**src/rtl/nn_pkg.sv**
```systemverilog
// Shared types, saturation limits and helpers for the neuron MAC datapath.
package nn_pkg;

   typedef enum logic [2:0] {
      IDLE,
      POP,
      WAIT,
      MAC,
      FINISH,
      OUT
   } nn_state_e;

   typedef logic signed [7:0] act_t;
   typedef logic signed [7:0] wgt_t;

   localparam logic signed [7:0] INT8_MAX = 8'h7F;
   localparam logic signed [7:0] INT8_MIN = 8'h80;

   // Lane 0 sits in the least significant byte of a packed FIFO word.
   function automatic act_t lane_extract(input logic [31:0] word, input logic [1:0] lane);
      return act_t'(word[{lane, 3'b000} +: 8]);
   endfunction

endpackage

```
**src/rtl/nn_sat_requant.sv**
```systemverilog
// Bias add, arithmetic shift and int8 saturation of a neuron accumulator.
// Build option NN_NEURON_RELU_EN clamps negative results to zero after saturation.
module nn_sat_requant
   import nn_pkg::*;
#(
   parameter int ACC_W = 24,
   parameter int SHIFT = 6
) (
   input  logic [ACC_W-1:0] acc_i,
   input  logic [ACC_W-1:0] bias_i,
   output logic [7:0]       res_o
);

   logic signed [ACC_W:0] sum;
   logic signed [ACC_W:0] shifted;
   act_t                  sat;

   // One guard bit keeps acc + bias exact for any bias value.
   always_comb begin
      sum     = $signed({acc_i[ACC_W-1], acc_i}) + $signed({bias_i[ACC_W-1], bias_i});
      shifted = sum >>> SHIFT;
      if (shifted > (ACC_W+1)'(INT8_MAX)) begin
         sat = INT8_MAX;
      end else if (shifted < (ACC_W+1)'(INT8_MIN)) begin
         sat = INT8_MIN;
      end else begin
         sat = act_t'(shifted[7:0]);
      end
`ifdef NN_NEURON_RELU_EN
      if (sat[7]) begin
         sat = '0;
      end
`else
      sat = sat;
`endif
      res_o = sat;
   end

endmodule

```
**src/rtl/nn_neuron_mac.sv**
```systemverilog
// Neuron evaluator: pops packed int8 activations, MACs against a weight bank, requantizes.
// state  | meaning
// IDLE   | waiting for start; weight/bias writes accepted
// POP    | pop strobe once the input FIFO has a word
// WAIT   | capture popped FIFO word, lane = 0
// MAC    | accumulate one lane per cycle
// FINISH | bias, shift, saturate into the result register
// OUT    | hold result valid until the consumer takes it
module nn_neuron_mac
   import nn_pkg::*;
#(
   parameter  int N_INPUTS = 16,
   parameter  int ACC_W    = 24,
   parameter  int SHIFT    = 6,
   localparam int IDX_W    = $clog2(N_INPUTS)
) (
   input  logic              wb_clk_i,
   input  logic              wb_rst_n_i,
   input  logic              start_i,
   output logic              busy_o,
   input  logic              fifo_empty_i,
   input  logic [31:0]       fifo_data_i,
   output logic              fifo_rd_o,
   input  logic              wgt_we_i,
   input  logic [IDX_W-1:0]  wgt_addr_i,
   input  logic [7:0]        wgt_data_i,
   input  logic              bias_we_i,
   input  logic [ACC_W-1:0]  bias_i,
   output logic [7:0]        result_o,
   output logic              result_valid_o,
   input  logic              result_ready_i
);

   localparam logic [IDX_W-1:0] LAST_WORD = IDX_W'(N_INPUTS/4 - 1);

   nn_state_e        state_q, state_d;
   logic [ACC_W-1:0] acc_q, acc_d;
   logic [ACC_W-1:0] bias_q;
   logic [IDX_W-1:0] word_idx_q, word_idx_d;
   logic [1:0]       lane_q, lane_d;
   logic [31:0]      word_q, word_d;
   logic [7:0]       result_q, result_d;
   logic             valid_q, valid_d;
   wgt_t             wgt_q [N_INPUTS];

   logic [IDX_W-1:0] wgt_idx;
   act_t             act;
   wgt_t             wgt;
   logic [15:0]      prod;
   logic [7:0]       requant;
   logic             cfg_open;

   assign cfg_open = (state_q == IDLE);
   assign wgt_idx  = IDX_W'({word_idx_q, lane_q});
   assign act      = lane_extract(word_q, lane_q);
   assign wgt      = wgt_q[wgt_idx];
   assign prod     = {{8{act[7]}}, act} * {{8{wgt[7]}}, wgt};

   nn_sat_requant #(
      .ACC_W (ACC_W),
      .SHIFT (SHIFT)
   ) u_requant (
      .acc_i  (acc_q),
      .bias_i (bias_q),
      .res_o  (requant)
   );

   always_comb begin
      state_d    = state_q;
      acc_d      = acc_q;
      word_idx_d = word_idx_q;
      lane_d     = lane_q;
      word_d     = word_q;
      result_d   = result_q;
      valid_d    = valid_q;
      fifo_rd_o  = 1'b0;
      unique case (state_q)
         IDLE: begin
            if (start_i) begin
               acc_d      = '0;
               word_idx_d = '0;
               state_d    = POP;
            end
         end
         POP: begin
            if (!fifo_empty_i) begin
               fifo_rd_o = 1'b1;
               state_d   = WAIT;
            end
         end
         WAIT: begin
            word_d  = fifo_data_i;
            lane_d  = '0;
            state_d = MAC;
         end
         MAC: begin
            acc_d  = acc_q + {{(ACC_W-16){prod[15]}}, prod};
            lane_d = lane_q + 2'd1;
            if (lane_q == 2'd3) begin
               if (word_idx_q == LAST_WORD) begin
                  state_d = FINISH;
               end else begin
                  word_idx_d = word_idx_q + IDX_W'(1);
                  state_d    = POP;
               end
            end
         end
         FINISH: begin
            result_d = requant;
            valid_d  = 1'b1;
            state_d  = OUT;
         end
         OUT: begin
            if (result_ready_i) begin
               valid_d = 1'b0;
               state_d = IDLE;
            end
         end
         default: state_d = IDLE;
      endcase
   end

   always_ff @(posedge wb_clk_i or negedge wb_rst_n_i) begin
      if (!wb_rst_n_i) begin
         state_q    <= IDLE;
         acc_q      <= '0;
         word_idx_q <= '0;
         lane_q     <= '0;
         word_q     <= '0;
         result_q   <= '0;
         valid_q    <= 1'b0;
      end else begin
         state_q    <= state_d;
         acc_q      <= acc_d;
         word_idx_q <= word_idx_d;
         lane_q     <= lane_d;
         word_q     <= word_d;
         result_q   <= result_d;
         valid_q    <= valid_d;
      end
   end

   // Configuration is frozen for the whole evaluation.
   always_ff @(posedge wb_clk_i or negedge wb_rst_n_i) begin
      if (!wb_rst_n_i) begin
         for (int i = 0; i < N_INPUTS; i++) begin
            wgt_q[i] <= '0;
         end
         bias_q <= '0;
      end else if (cfg_open) begin
         if (wgt_we_i) begin
            wgt_q[wgt_addr_i] <= wgt_data_i;
         end
         if (bias_we_i) begin
            bias_q <= bias_i;
         end
      end
   end

   assign busy_o         = (state_q != IDLE);
   assign result_o       = result_q;
   assign result_valid_o = valid_q;

endmodule

```
**config.mk**
```make
export PLATFORM = sky130hd
export DESIGN_NAME = nn_neuron_mac
export DESIGN_NICKNAME = d
export VERILOG_FILES = /design/src/rtl/nn_pkg.sv /design/src/rtl/nn_sat_requant.sv /design/src/rtl/nn_neuron_mac.sv
export SDC_FILE = /design/constraint.sdc
export NUM_CORES = 1
export LEC_CHECK = 0
export CAP_MARGIN = 30
export CORE_MARGIN = 8
export CORE_UTILIZATION = 50
export DETAILED_ROUTE_END_ITERATION = 6
export HOLD_SLACK_MARGIN = 0.15
export PLACE_DENSITY = 0.69
export SLEW_MARGIN = 20
export SYNTH_ARGS = -nofsm -noshare
export SYNTH_HDL_FRONTEND = slang
export SYNTH_SLANG_ARGS = --single-unit
```
**constraint.sdc**
```tcl
create_clock -name wb_clk_i -period 9.5 [get_ports wb_clk_i]
set_clock_uncertainty 0.15 [all_clocks]
set_input_delay 2.85 -clock wb_clk_i [delete_from_list [all_inputs] [get_ports wb_clk_i]]
set_output_delay 2.85 -clock wb_clk_i [all_outputs]
set_load 0.02 [all_outputs]
```
* Word-level counts from Yosys, hierarchy flattened
Index checks and enable logic that the tools add are counted.
** Cells by class
- Reduce and logical (&&, ||, !) cells :: 12
- Shift operators :: 1
- Multiplexer cells :: 25
- Bitwise operators :: 2
- Add/subtract/negate cells :: 4
- Multiply operators :: 1
- Order comparisons :: 5
- Equality and inequality tests :: 12
** Operators by type and width (number)
- $bwmux W128 :: 1
- $pmux W24 S2 :: 1
- $mux W8 :: 5
- $bmux W8 S4 :: 1
- $demux W8 S4 :: 1
- $shiftx A32 B6 Y8 :: 1
- $add A24 B24 Y25 :: 1
- $add A24 B24 Y24 :: 1
- $mux W24 :: 1
- $gt A19 B8 Y1 const B :: 1
- $lt A19 B8 Y1 const B :: 1
- $pmux W3 S6 :: 1
- $mul A8 B8 Y16 :: 1
- $mux W3 :: 5
- $mux W4 :: 3
- $ge A5 B5 Y1 const B :: 2
- $ne A2 B2 Y1 const B :: 5
- $not A4 Y5 :: 2
- $pmux W4 S2 :: 1
- $reduce_and A2 Y1 :: 4
- $reduce_and A4 Y1 :: 2
- $eq A3 B2 Y1 const B :: 2
- $eq A3 B3 Y1 const B :: 2
- $reduce_bool A2 Y1 :: 3
- 12 further kinds :: 14
** Word-level totals
- Input bits :: 75
- Flip-flop bits (word level) :: 226
- Logic and storage cells :: 86

* Logic depth before layout (Yosys ltp)
- Word-level depth :: 7
- Mapped depth :: 33
- Mapped depth without buffers :: 31

* By module
Synthesis repeated with hierarchy kept, for this count alone.
** Second synthesis, totals
- Cells, all modules :: 1238
- Area total of the unflattened synthesis :: 14650.3 um^2
** By module, submodules not included
- nn_neuron_mac :: cells an instance 1067, area each 13309.0 um^2, instances 1
- nn_sat_requant :: cells an instance 171, area each 1341.3 um^2, instances 1

* Least setup slack after synthesis
OpenSTA, ideal clock, no wires.
- Path type :: register -> register
- From :: register lane_q[0]
- To :: register acc_q[23]
- Path slack :: 1340 ps
- Path buffers :: 2
- Required time :: 9271 ps
- Arrival time :: 7931 ps
- Cell stages (with the launch flop) :: 31
- Cells stage by stage :: dfrtp_1 clkbuf_1 buf_1 mux4_2 mux4_2 and2_1 fa_1 inv_1 fa_1 inv_1 fa_1 inv_1 fa_1 inv_1 ha_1 nand2_1 o21ai_0 o41ai_1 o2111ai_1 o211ai_1 xnor2_1 ha_1 inv_1 o21ai_0 a21oi_1 o21ai_0 a211oi_1 o31ai_1 xor2_1 o21ba_2 mux2i_1
** On the way
- Longest elaborated chain between the ends :: 7
** RTL lines
- start: declaration :: line nn_neuron_mac.sv:40 : logic [1:0] lane_q, lane_d;
- start signal: assignment :: line nn_neuron_mac.sv:136 : lane_q <= lane_d;
- $not A4 Y5 (implied by the code) :: line nn_neuron_mac.sv:56 : assign wgt = wgt_q[wgt_idx];
- $bmux W8 S4 :: line nn_neuron_mac.sv:56
- $mux W8 (implied by the code) (2 in a row) :: line nn_neuron_mac.sv:56
- $mul A8 B8 Y16 * :: line nn_neuron_mac.sv:57 : assign prod = {{8{act[7]}}, act} * {{8{wgt[7]}}, wgt};
- $add A24 B24 Y24 * :: line nn_neuron_mac.sv:97 : acc_d = acc_q + {{(ACC_W-16){prod[15]}}, prod};
- $pmux W24 S2 * :: line nn_neuron_mac.sv:77 : unique case (state_q)
- end signal: assignment :: line nn_neuron_mac.sv:126 : acc_q <= '0;
- end signal: assignment :: line nn_neuron_mac.sv:134 : acc_q <= acc_d;
- end: declaration :: line nn_neuron_mac.sv:37 : logic [ACC_W-1:0] acc_q, acc_d;
Every way passes the cells marked *; elsewhere a longest branch is shown, timed or not. The select of a mux whose other input is x is not followed.
A chain may end at the register's enable or synchronous reset.

* Worst setup path in the final report
- From :: register lane_q[1]
- To :: register acc_q[23]
The elaborated chain is that of the path after synthesis.

==> impl_metrics.yaml <==
outcome:
  status: "completed"
sta:
  fin_tns_setup_ns: 0
  hold_viol_final: 0
  worst_pin_slew_ns: 0.9853
  setup_repair_after_global_routing_missed_its_margin: "no"
  min_period_ns: 8.578
  maximum_achievable_frequency_mhz: 116.6
  post-route-period-util: 0.9030
  setup_viol_count_final: 0
  final_max_slew_viol_count: 0
  timing.max_slew.rel_slack: 0.3403
critical_path:
  critical_path_peak_fanout: 21
  slowest_cell_delay_on_critical_path_ns: 0.68
  arrival_time_worst_endpoint_ns: 8.90
  worst_path_max_delay_cell: "dfrtp_2"
  crit_path_frequent_cell: "inv_1"
  startpoint_type: "flop"
  cp_data_required_time_ns: 9.82
  ff2ff_path_depth: 29
  timing.critical_path.to_type: "flop"
  timing_worst_setup_path_type: "flop to flop"
global_route:
  overflow: 0
  grt_pass1_vias: 9949
  global_route.usage.total: 0.1864
  first_pass_grt_wire_length_um: 52010
  antenna_found_initial: 0
  grt_max_degree: 82
routing:
  drt-wirelength-per-cell_um: 18.55
  drtIter0Drc: 522
  drt_wl_total_um: 31640
  final_antenna_net_count: 0
  route.detailed.drc: 0
  via_count: 9583
  avgViaCountPerCell: 5.617
  drt_pass1_iterations: 4
cts:
  h-tree-depth: 1
  clock_sink_total: 226
  cts_setup_buffers: 0
  clockRootBuffer: "clkbuf_16"
  clock_insertion_delay_worst_skew_ns: 0.55
  clock_tree.buffer_depth: 3
  tritoncts_clock_tree: "built"
  clk_pin_slew_worst_paths_ns: 0.06
  postCtsResizedCells: 0
  cts-hold-fix-buffers: 0
  cts_made_buffers: 26
placed_design:
  routability_driven_placement_congestion_ratio: 0.8408
  dp_hpwl_um: 23480
  post_place_cells: 1658
  port_buffers: 85
  placedInstanceArea_um2: 15670
yosys:
  number_of_flops_mapped_to_enable_cells_by_yosys: 0
  synthCells: 1225
  post_synth.cell_area_avg_um2: 11.77
  synthArstFlopShare: 1.000
  ys_seq_area_frac: 0.3922
  synth.net_count: 1433
  synth-main-ff-cell: "dfrtp_1"
  synth.lib_cells_used.distinct: 65
  synth.yosys.warnings: 0
  synthesis_stage_register_bit_count: 226
  synth.cell_area_um2: 14420
layout:
  finalNonFillerCells: 1706
  area.growth.synth_to_final_pct: 14.97
  final_net_count: 1511
  final_layout_size_suffix_gt1_frac: 0.2345
  finish.instance_area_um2: 16580
  antennaDiodeCount: 0
floorplan:
  initial_core_util: 0.5051
  dieHeight_um: 185.8
  rows: 62
  ios: 86
  dieWidth_um: 185.8
  coreArea_um2: 28550
  dieArea_um2: 34530
min_path:
  hp-class: "flop to flop"
  worstHoldPathCells: 1
flow_run:
  max_cap_violations: 0
==> cell usage after synthesis, types with 30 or more instances <==
| cell type | n | area [um2] |
|---|---|---|
| dfrtp_1 | 226 | 5655 |
| mux2_2 | 181 | 2038 |
| inv_1 | 102 | 382.9 |
| ha_1 | 77 | 963.4 |
| nand2_1 | 75 | 281.5 |
| fa_1 | 56 | 1121 |
| and2_1 | 47 | 294.0 |
| mux4_2 | 47 | 1059 |
| o21ai_0 | 44 | 220.2 |
| nor2_1 | 42 | 157.7 |
| a21oi_1 | 36 | 180.2 |
| clkbuf_1 | 33 | 123.9 |
| xnor2_1 | 31 | 271.5 |
| nand3_1 | 30 | 150.1 |
==> final timing paths <==
path | startpoint | endpoint | slack (ns)
hold / removal | wgt_q[106] | wgt_q[106] | 0.33
min in group asynchronous | wb_rst_n_i | result_o[1] | 2.13
hold reg to reg | wgt_q[106] | wgt_q[106] | 0.33
max in group asynchronous | wb_rst_n_i | wgt_q[49] | 5.74
setup / recovery | lane_q[1] | acc_q[23] | 0.92
setup reg to reg | lane_q[1] | acc_q[23] | 0.92
==> logic make-up (layout without fill, tap and decap cells) <==
group,Yosys count,count (layout),share of synthesized area
AND/OR/NAND/NOR,261,261,0.09119
multiplexers,237,237,0.2213
flip-flops,226,226,0.3922
AO/OA/AOI/OAI,170,170,0.08052
buffers and inverters,148,245,0.03991
adder cells (fa/ha/maj),133,133,0.1446
XOR/XNOR,50,50,0.03037
==> metal layers <==
layer	vias up	wire, um	track usage
li1	4526	-	-
met1	4873	13690	0.2357
met2	140	15970	0.3275
met3	44	1107	0.02733
met4	0	873	0.05462
met5	-	0	0
==> layout by cell type (no fill, tap or decap), drive strengths merged, types with 20 or more instances in the layout <==
master	count
clkbuf	35
mux4	47
fa	56
inv	104
clkdlybuf4s50	84
a21oi	41
nor2	42
dfrtp	226
mux2	184
o21ai	48
nand2	75
nor3	20
nand3	30
xnor2	31
and2	47
ha	77
==> worst max-delay path, delay by kind of cell (launching register included) <==
kind / cells / cell delay (ns)
adders and majority gates: 6 / 2.77
AOI/OAI and AO/OA: 10 / 2.19
muxes: 3 / 1.01
xor gates and xnor gates: 2 / 0.85
DFF: 1 / 0.68
buffers and inverters: 6 / 0.59
and+or+nand+nor: 2 / 0.26
==> layout make-up <==
| type | count | area [um2] |
|---|---|---|
| sequential | 226 | 5658 |
| tap | 384 | 480.5 |
| multi-input combinational | 851 | 8194 |
| clock buffer | 35 | 754.5 |
| clock inverter | 12 | 126.4 |
| fill | 2405 | 11970 |
| timing repair buffer | 95 | 978.4 |
| inverter | 103 | 386.6 |
==> per-stage QoR <==
stage / util / hold WS [ns] / setup slack, ns
after floorplan: - / 0.3024 / 1.340
after global placement: 0.5478 / 0.3160 / 1.240
after detailed placement: 0.5488 / 0.3186 / 0.9403
after CTS: 0.5797 / 0.3321 / 0.9408
after global routing: 0.5807 / 0.3532 / 0.4509
final: 0.5807 / 0.3312 / 0.9216
==> state kept, by name, indices dropped and copies added (netlist names) <==
| register | cells |
|---|---|
| result_valid_o | 1 |
| lane_q | 2 |
| bias_q | 24 |
| word_q | 32 |
| state_q | 3 |
| acc_q | 24 |
| wgt_q | 128 |
| result_o | 8 |
| word_idx_q | 4 |
Power is left out: the tool's default activity adds up to more than one toggle a clock period on the data nets, which glitch-free logic cannot reach.
